<file path="src/rtl/tern_pkg.sv">
// Shared definitions for the ternary-to-binary serial converter.
//   - Trit encodings used on the sum/carry buses (2 bits per trit).
//   - FSM state type for the converter.
//   - trit_val(): maps a trit code to its numeric value, with the invalid code treated as 0.
package tern_pkg;

    localparam logic [1:0] TRIT_0   = 2'b00;
    localparam logic [1:0] TRIT_1   = 2'b01;
    localparam logic [1:0] TRIT_2   = 2'b10;
    localparam logic [1:0] TRIT_BAD = 2'b11;

    typedef enum logic [1:0] {
        IDLE = 2'd0,
        CONV = 2'd1,
        DONE = 2'd2
    } state_t;

    // The invalid code contributes nothing to the value. It is flagged separately.
    function automatic logic [1:0] trit_val(input logic [1:0] code);
        case (code)
            TRIT_1:  return 2'd1;
            TRIT_2:  return 2'd2;
            default: return 2'd0;
        endcase
    endfunction

endpackage

</file>
<file path="src/rtl/ternary_to_binary_serial_if.sv">
// Handshake bundle between the ternary adder, the converter and the binary-domain consumer.
//   in_valid/in_ready   : input word handshake
//   in_sum              : TRITS trits, trit i at bits [2i+1:2i]
//   in_carry            : most-significant trit
//   out_valid/out_ready : result handshake
//   out_bin             : binary value of {in_carry, in_sum}
//   out_err             : set when any trit of the word was the invalid code
// Modports: master = producer/consumer side, slave = converter.
interface ternary_to_binary_serial_if #(
    parameter int TRITS = 8,
    parameter int BIN_W = 15
);
    logic               in_valid;
    logic               in_ready;
    logic [2*TRITS-1:0] in_sum;
    logic [1:0]         in_carry;
    logic               out_valid;
    logic               out_ready;
    logic [BIN_W-1:0]   out_bin;
    logic               out_err;

    modport master (
        output in_valid, in_sum, in_carry, out_ready,
        input  in_ready, out_valid, out_bin, out_err
    );

    modport slave (
        input  in_valid, in_sum, in_carry, out_ready,
        output in_ready, out_valid, out_bin, out_err
    );
endinterface

</file>
<file path="src/rtl/tern_mac3.sv">
// Combinational Horner step: res = acc*3 + trit, computed in BIN_W bits.
// Ports:
//   acc   : running accumulator
//   trit  : trit code (2 bits)
//   res   : acc*3 + value(trit)
//   bad   : trit is the invalid code (which then contributes 0)
module tern_mac3
    import tern_pkg::*;
#(
    parameter int BIN_W = 15
) (
    input  logic [BIN_W-1:0] acc,
    input  logic [1:0]       trit,
    output logic [BIN_W-1:0] res,
    output logic             bad
);
    // acc*3 as shift-and-add. The width constraint on BIN_W rules out overflow.
    assign res = (acc << 1) + acc + BIN_W'(trit_val(trit));
    assign bad = (trit == TRIT_BAD);
endmodule

</file>
<file path="src/rtl/ternary_to_binary_serial.sv">
// Serial ternary-to-binary converter: takes a (TRITS+1)-trit unsigned word
// {in_carry, in_sum} and produces its binary value MSB-first by Horner
// iteration, one trit per clock.
// Ports:
//   clk : clock, rising edge
//   rst : synchronous active-high reset
//   bus : ternary_to_binary_serial_if.slave (in/out valid-ready handshakes)
// Build option: TERN_CONV_ZERO_SKIP_EN -- an all-zero word bypasses CONV and
//   the result is presented right after the acceptance edge.
module ternary_to_binary_serial
    import tern_pkg::*;
#(
    parameter int TRITS = 8,
    parameter int BIN_W = 15
) (
    input  logic                          clk,
    input  logic                          rst,
    ternary_to_binary_serial_if.slave     bus
);
    localparam int SH_W  = 2 * (TRITS + 1);
    localparam int CNT_W = $clog2(TRITS + 1);

    state_t           state_reg,   state_next;
    logic [SH_W-1:0]  shift_reg,   shift_next;
    logic [BIN_W-1:0] acc_reg,     acc_next;
    logic [CNT_W-1:0] cnt_reg,     cnt_next;
    logic             err_reg,     err_next;
    logic [BIN_W-1:0] out_bin_reg, out_bin_next;
    logic             out_err_reg, out_err_next;

    logic [BIN_W-1:0] mac_res;
    logic             mac_bad;

    // The current trit is always the top pair of the shift register.
    tern_mac3 #(.BIN_W(BIN_W)) u_mac (
        .acc  (acc_reg),
        .trit (shift_reg[SH_W-1 -: 2]),
        .res  (mac_res),
        .bad  (mac_bad)
    );

    always_ff @(posedge clk) begin
        if (rst) begin
            state_reg   <= IDLE;
            shift_reg   <= '0;
            acc_reg     <= '0;
            cnt_reg     <= '0;
            err_reg     <= 1'b0;
            out_bin_reg <= '0;
            out_err_reg <= 1'b0;
        end else begin
            state_reg   <= state_next;
            shift_reg   <= shift_next;
            acc_reg     <= acc_next;
            cnt_reg     <= cnt_next;
            err_reg     <= err_next;
            out_bin_reg <= out_bin_next;
            out_err_reg <= out_err_next;
        end
    end

    always_comb begin
        state_next   = state_reg;
        shift_next   = shift_reg;
        acc_next     = acc_reg;
        cnt_next     = cnt_reg;
        err_next     = err_reg;
        out_bin_next = out_bin_reg;
        out_err_next = out_err_reg;

        case (state_reg)
            IDLE: begin
                if (bus.in_valid) begin
                    shift_next = {bus.in_carry, bus.in_sum};
                    acc_next   = '0;
                    err_next   = 1'b0;
                    cnt_next   = CNT_W'(TRITS);
                    state_next = CONV;
`ifdef TERN_CONV_ZERO_SKIP_EN
                    if ({bus.in_carry, bus.in_sum} == '0) begin
                        state_next   = DONE;
                        out_bin_next = '0;
                        out_err_next = 1'b0;
                    end
`endif
                end
            end
            CONV: begin
                acc_next   = mac_res;
                shift_next = {shift_reg[SH_W-3:0], 2'b00};
                cnt_next   = cnt_reg - CNT_W'(1);
                err_next   = err_reg | mac_bad;
                // Counter counts TRITS..0, so the zero step handles the last (LSB) trit.
                if (cnt_reg == '0) begin
                    state_next   = DONE;
                    out_bin_next = mac_res;
                    out_err_next = err_reg | mac_bad;
                end
            end
            DONE: begin
                if (bus.out_ready) begin
                    state_next = IDLE;
                end
            end
            default: state_next = IDLE;
        endcase
    end

    assign bus.in_ready  = (state_reg == IDLE);
    assign bus.out_valid = (state_reg == DONE);
    assign bus.out_bin   = out_bin_reg;
    assign bus.out_err   = out_err_reg;

endmodule

</file>
<file path="src/flat_wrapper.sv">
// flat-port wrapper written by rule: the top's interface ports become plain ports
module ternary_to_binary_serial_flat import tern_pkg::*;
#(
    parameter int TRITS = 8,
    parameter int BIN_W = 15
)
  (clk, rst, bus_in_valid, bus_in_sum, bus_in_carry, bus_out_ready, bus_in_ready, bus_out_valid, bus_out_bin, bus_out_err);
  ternary_to_binary_serial_if #(.TRITS(TRITS), .BIN_W(BIN_W)) bus_i ();
  input  logic clk;
  input  logic rst;
  input wire logic [$bits(bus_i.in_valid)-1:0] bus_in_valid;
  input wire logic [$bits(bus_i.in_sum)-1:0] bus_in_sum;
  input wire logic [$bits(bus_i.in_carry)-1:0] bus_in_carry;
  input wire logic [$bits(bus_i.out_ready)-1:0] bus_out_ready;
  output wire logic [$bits(bus_i.in_ready)-1:0] bus_in_ready;
  output wire logic [$bits(bus_i.out_valid)-1:0] bus_out_valid;
  output wire logic [$bits(bus_i.out_bin)-1:0] bus_out_bin;
  output wire logic [$bits(bus_i.out_err)-1:0] bus_out_err;
  assign bus_i.in_valid = bus_in_valid;
  assign bus_i.in_sum = bus_in_sum;
  assign bus_i.in_carry = bus_in_carry;
  assign bus_i.out_ready = bus_out_ready;
  assign bus_in_ready = bus_i.in_ready;
  assign bus_out_valid = bus_i.out_valid;
  assign bus_out_bin = bus_i.out_bin;
  assign bus_out_err = bus_i.out_err;
  ternary_to_binary_serial #(.TRITS(TRITS), .BIN_W(BIN_W)) u_core (.clk(clk), .rst(rst), .bus(bus_i));
endmodule
</file>
<file path="config.mk">
export PLATFORM = sky130hd
export DESIGN_NAME = ternary_to_binary_serial_flat
export DESIGN_NICKNAME = d
export VERILOG_FILES = /design/src/rtl/tern_pkg.sv /design/src/rtl/ternary_to_binary_serial_if.sv /design/src/rtl/tern_mac3.sv /design/src/rtl/ternary_to_binary_serial.sv /design/src/flat_wrapper.sv
export SDC_FILE = /design/constraint.sdc
export NUM_CORES = 1
export LEC_CHECK = 0
export CORE_MARGIN = 3
export CORE_UTILIZATION = 40
export CTS_BUF_LIST = sky130_fd_sc_hd__clkbuf_8
export CTS_CLUSTER_SIZE = 8
export DETAILED_ROUTE_END_ITERATION = 8
export PLACE_DENSITY = 0.63
export REMOVE_ABC_BUFFERS = 1
export SKIP_CTS_REPAIR_TIMING = 1
export SLEW_MARGIN = 5
export SYNTH_ARGS = -nofsm -noshare
export SYNTH_HDL_FRONTEND = slang
export SYNTH_HIERARCHICAL = 1
export SYNTH_SLANG_ARGS = --single-unit
</file>
<file path="constraint.sdc">
create_clock -name clk -period 3.63 [get_ports clk]
set_input_delay 1.089 -clock clk [delete_from_list [all_inputs] [get_ports clk]]
set_output_delay 1.089 -clock clk [all_outputs]
set_load 0.03 [all_outputs]
</file>
==> flow_summary.toml <==
[run_status]
outcome = "completed"

[cells_and_area]
finish.utilization_pct = 47.7
antenna-diode-count = 0
design.final.nets = 453
largest_register_ff_count = 18
drive_gt1_share_pct = 6.72
area.growth.synth_to_final_pct = 13.5

[setup_path]
crit_family = "buffers and inverters"
cp-start-kind = "register"
path_buf_inv = 1
setup.worst_path.class = "reg2out"
cp-end-kind = "output port"
slowest_stage = "sky130_fd_sc_hd__clkdlybuf4s50_1"
worst-path-max-fanout = 16
crit_arrival_ps = 1900
critical_path_cell_list = "nor2b_1 -> clkdlybuf4s50_1"
required_ps = 2540
cp_slowest_stage_delay_ps = 700

[detailed_routing]
detail_route.vias_per_cell = 5.56
remaining_drc_errors = 0
wl_per_cell_um = 14.9
drt-initial-drc-count = 100
dr.pass1.iters = 4
routed_wl_um = 7490
vias = 2804
route.antenna.remaining_nets = 0

[logic_synthesis]
yosysSeqAreaShare_pct = 33.8
post_synth.cell_area_avg_sq_um = 8.80
netlist.top_cell.by_area = "sky130_fd_sc_hd__dfxtp_1"
synth-async-reset-ratio_pct = 0
netlist.area_leader.share_pct = 33.8
synth_cells = 377
synth_ff_type = "sky130_fd_sc_hd__dfxtp_1"
post_synth_instance_area_sq_um = 3320
post_synth_num_cell_types = 57
synth_top_cells_by_area = "sky130_fd_sc_hd__dfxtp_1, sky130_fd_sc_hd__ha_1, sky130_fd_sc_hd__nor2_1"
synth-edff-count = 0
ys_seq_elements = 56
synthesis.yosys.warnings = 6

[floorplanning]
start_util_pct = 42.1
chipWidth_um = 97.1
die-area_sq_um = 9420
placeableCoreArea_sq_um = 7890
floorplan_row_count = 32
die_height_um = 97.1
ios = 40

[cts]
numCtsBuffers = 5
cts.root.buffer_cell = "sky130_fd_sc_hd__clkbuf_8"
clk_pin_slew_worst_paths_ps = 110
htree_num_levels = 2
worst_skew_pair_latency_ps = 310
tritoncts_num_sinks = 56
cts_tree = "built"
clock_tree.buffer_depth = 2

[power]
switching_power_mw = 0.423
power.share.combinational_pct = 22.2
seqPwrFrac_pct = 51.7
finalPower_mw = 1.34
power.density_cell_area_nw_per_um2 = 356
peakVddDrop_uv = 207
p_int_mw = 0.916
power_leakage_nw = 1.56
pwr-share-clk_pct = 26.1
netSwitchingFraction_pct = 31.6

[timing]
timing_worst_slew_pin_value_ps = 1170
grt_setup_unrepaired = "false"
setup_violations = 0
slew_violations = 0
post-route-min-period_ps = 2990
layout_worst_path_cycle_share_pct = 82.3
slew_headroom_pct = 22.2
clock-skew-final_ps = 10.1
max_freq_mhz = 335
finalHoldViolations = 0
final_layout_setup_total_negative_slack_ps = 0

[grt]
via_count_of_the_first_global_routing_pass = 2638
grt_max_degree = 44
gr-usage-all-layers_pct = 15.7
antenna_found_initial = 0
grt_first_pass_wirelength_um = 12600
globalRouteOverflowTotal = 0

[placed_design]
detailedPlacementHpwl_um = 5210
portBuffers = 39
gp_congestion = 0.854

[hold_path]
type_of_the_tightest_min_delay_check = "reg2reg"

[job]
timing.max_cap.violations = 0
[cell usage in the layout, fill, tap and decap left out, types with 3 or more instances in the layout]
cell / netlist / layout
sky130_fd_sc_hd__dfxtp_1: 56 / 56
sky130_fd_sc_hd__nor2_1: 40 / 40
sky130_fd_sc_hd__clkdlybuf4s50_1: 0 / 38
sky130_fd_sc_hd__ha_1: 28 / 28
sky130_fd_sc_hd__a21oi_1: 26 / 26
sky130_fd_sc_hd__o21ai_0: 21 / 21
sky130_fd_sc_hd__a22oi_1: 19 / 19
sky130_fd_sc_hd__nand3_1: 19 / 19
sky130_fd_sc_hd__nand2b_1: 17 / 17
sky130_fd_sc_hd__o31ai_1: 16 / 16
sky130_fd_sc_hd__inv_1: 13 / 14
sky130_fd_sc_hd__nand2_1: 14 / 14
sky130_fd_sc_hd__a211oi_1: 14 / 14
sky130_fd_sc_hd__xor2_1: 7 / 7
sky130_fd_sc_hd__nor2b_1: 6 / 6
sky130_fd_sc_hd__clkbuf_8: 0 / 5
sky130_fd_sc_hd__nor3_1: 4 / 4
sky130_fd_sc_hd__a211oi_2: 4 / 4
sky130_fd_sc_hd__buf_4: 3 / 4
sky130_fd_sc_hd__xnor2_1: 4 / 4
sky130_fd_sc_hd__and3_1: 3 / 3
[metrics by stage]
step                area (sq um)  worst slack (ps)  cells  hold WS [ps]
CTS                         3760               637    504           487
global placement            3670               874    496           461
detailed placement          3670               796    496           473
finish                      3760               643    504           482
floorplan                   3130              1010    351           440
global route                3760               538    504           511
[power by group through the flow]
stage	Sequential, mW	Combinational [mW]	Clock [mW]
finish	0.692	0.298	0.349
detailed placement	0.705	0.297	0
global placement	0.703	0.296	0
global route	0.698	0.331	0.383
floorplan	0.713	0.176	0
CTS	0.692	0.298	0.363
[final cells by class]
cell class	count	area [sq um]
clock buffer	5	68.8
clock inverter	3	20.0
fill	772	4120
inverter	14	52.6
multi-input combinational	281	1960
sequential	56	1120
tap	102	128
timing repair buffer	43	415
[worst min-delay path, stage by stage (launching register included)]
cell                      delay, ps
sky130_fd_sc_hd__dfxtp_1        320
sky130_fd_sc_hd__o21ai_0         60
sky130_fd_sc_hd__a21oi_1         60
[cells by family (layout without fill, tap and decap cells)]
group / Yosys count / count (layout) / share of synthesized area [%]
AOI/OAI and AO/OA: 121 / 121 / 25.8
and+or+nand+nor: 118 / 118 / 18.2
DFF: 56 / 56 / 33.8
buffers and inverters: 40 / 65 / 7.17
adders and majority gates: 30 / 30 / 11.8
xor gates and xnor gates: 11 / 11 / 2.90
muxes: 1 / 1 / 0.302
[routing by layer]
metal	GRT usage (%)	routed length, um
met5	0	0
met4	4.10	68
met3	2.51	265
met2	25.0	3550
met1	22.2	3610
[worst paths after layout]
path / from / to / slack, ps / cells past startpoint
worst max-delay path: u_core/state_reg[1] / bus_out_valid / 640 / 2
worst min-delay path: u_core/bus.out_bin[12] / u_core/bus.out_bin[12] / 480 / 2
worst max register to register: u_core/shift_reg[17] / u_core/bus.out_bin[9] / 770 / 12
worst min register to register: u_core/bus.out_bin[12] / u_core/bus.out_bin[12] / 480 / 2
[synth_stat cells, drive strengths merged (3+ instances only)]
library cell	number
buf	18
a211oi	18
a21oi	27
clkbuf	8
ha	28
o21ai	22
nand2b	17
inv	14
nor2b	7
o31ai	16
a22oi	19
xnor2	4
nand2	14
xor2	7
nor3	4
dfxtp	56
nor2	40
and3	3
nand3	19
Power figures use the tool's default switching activity.
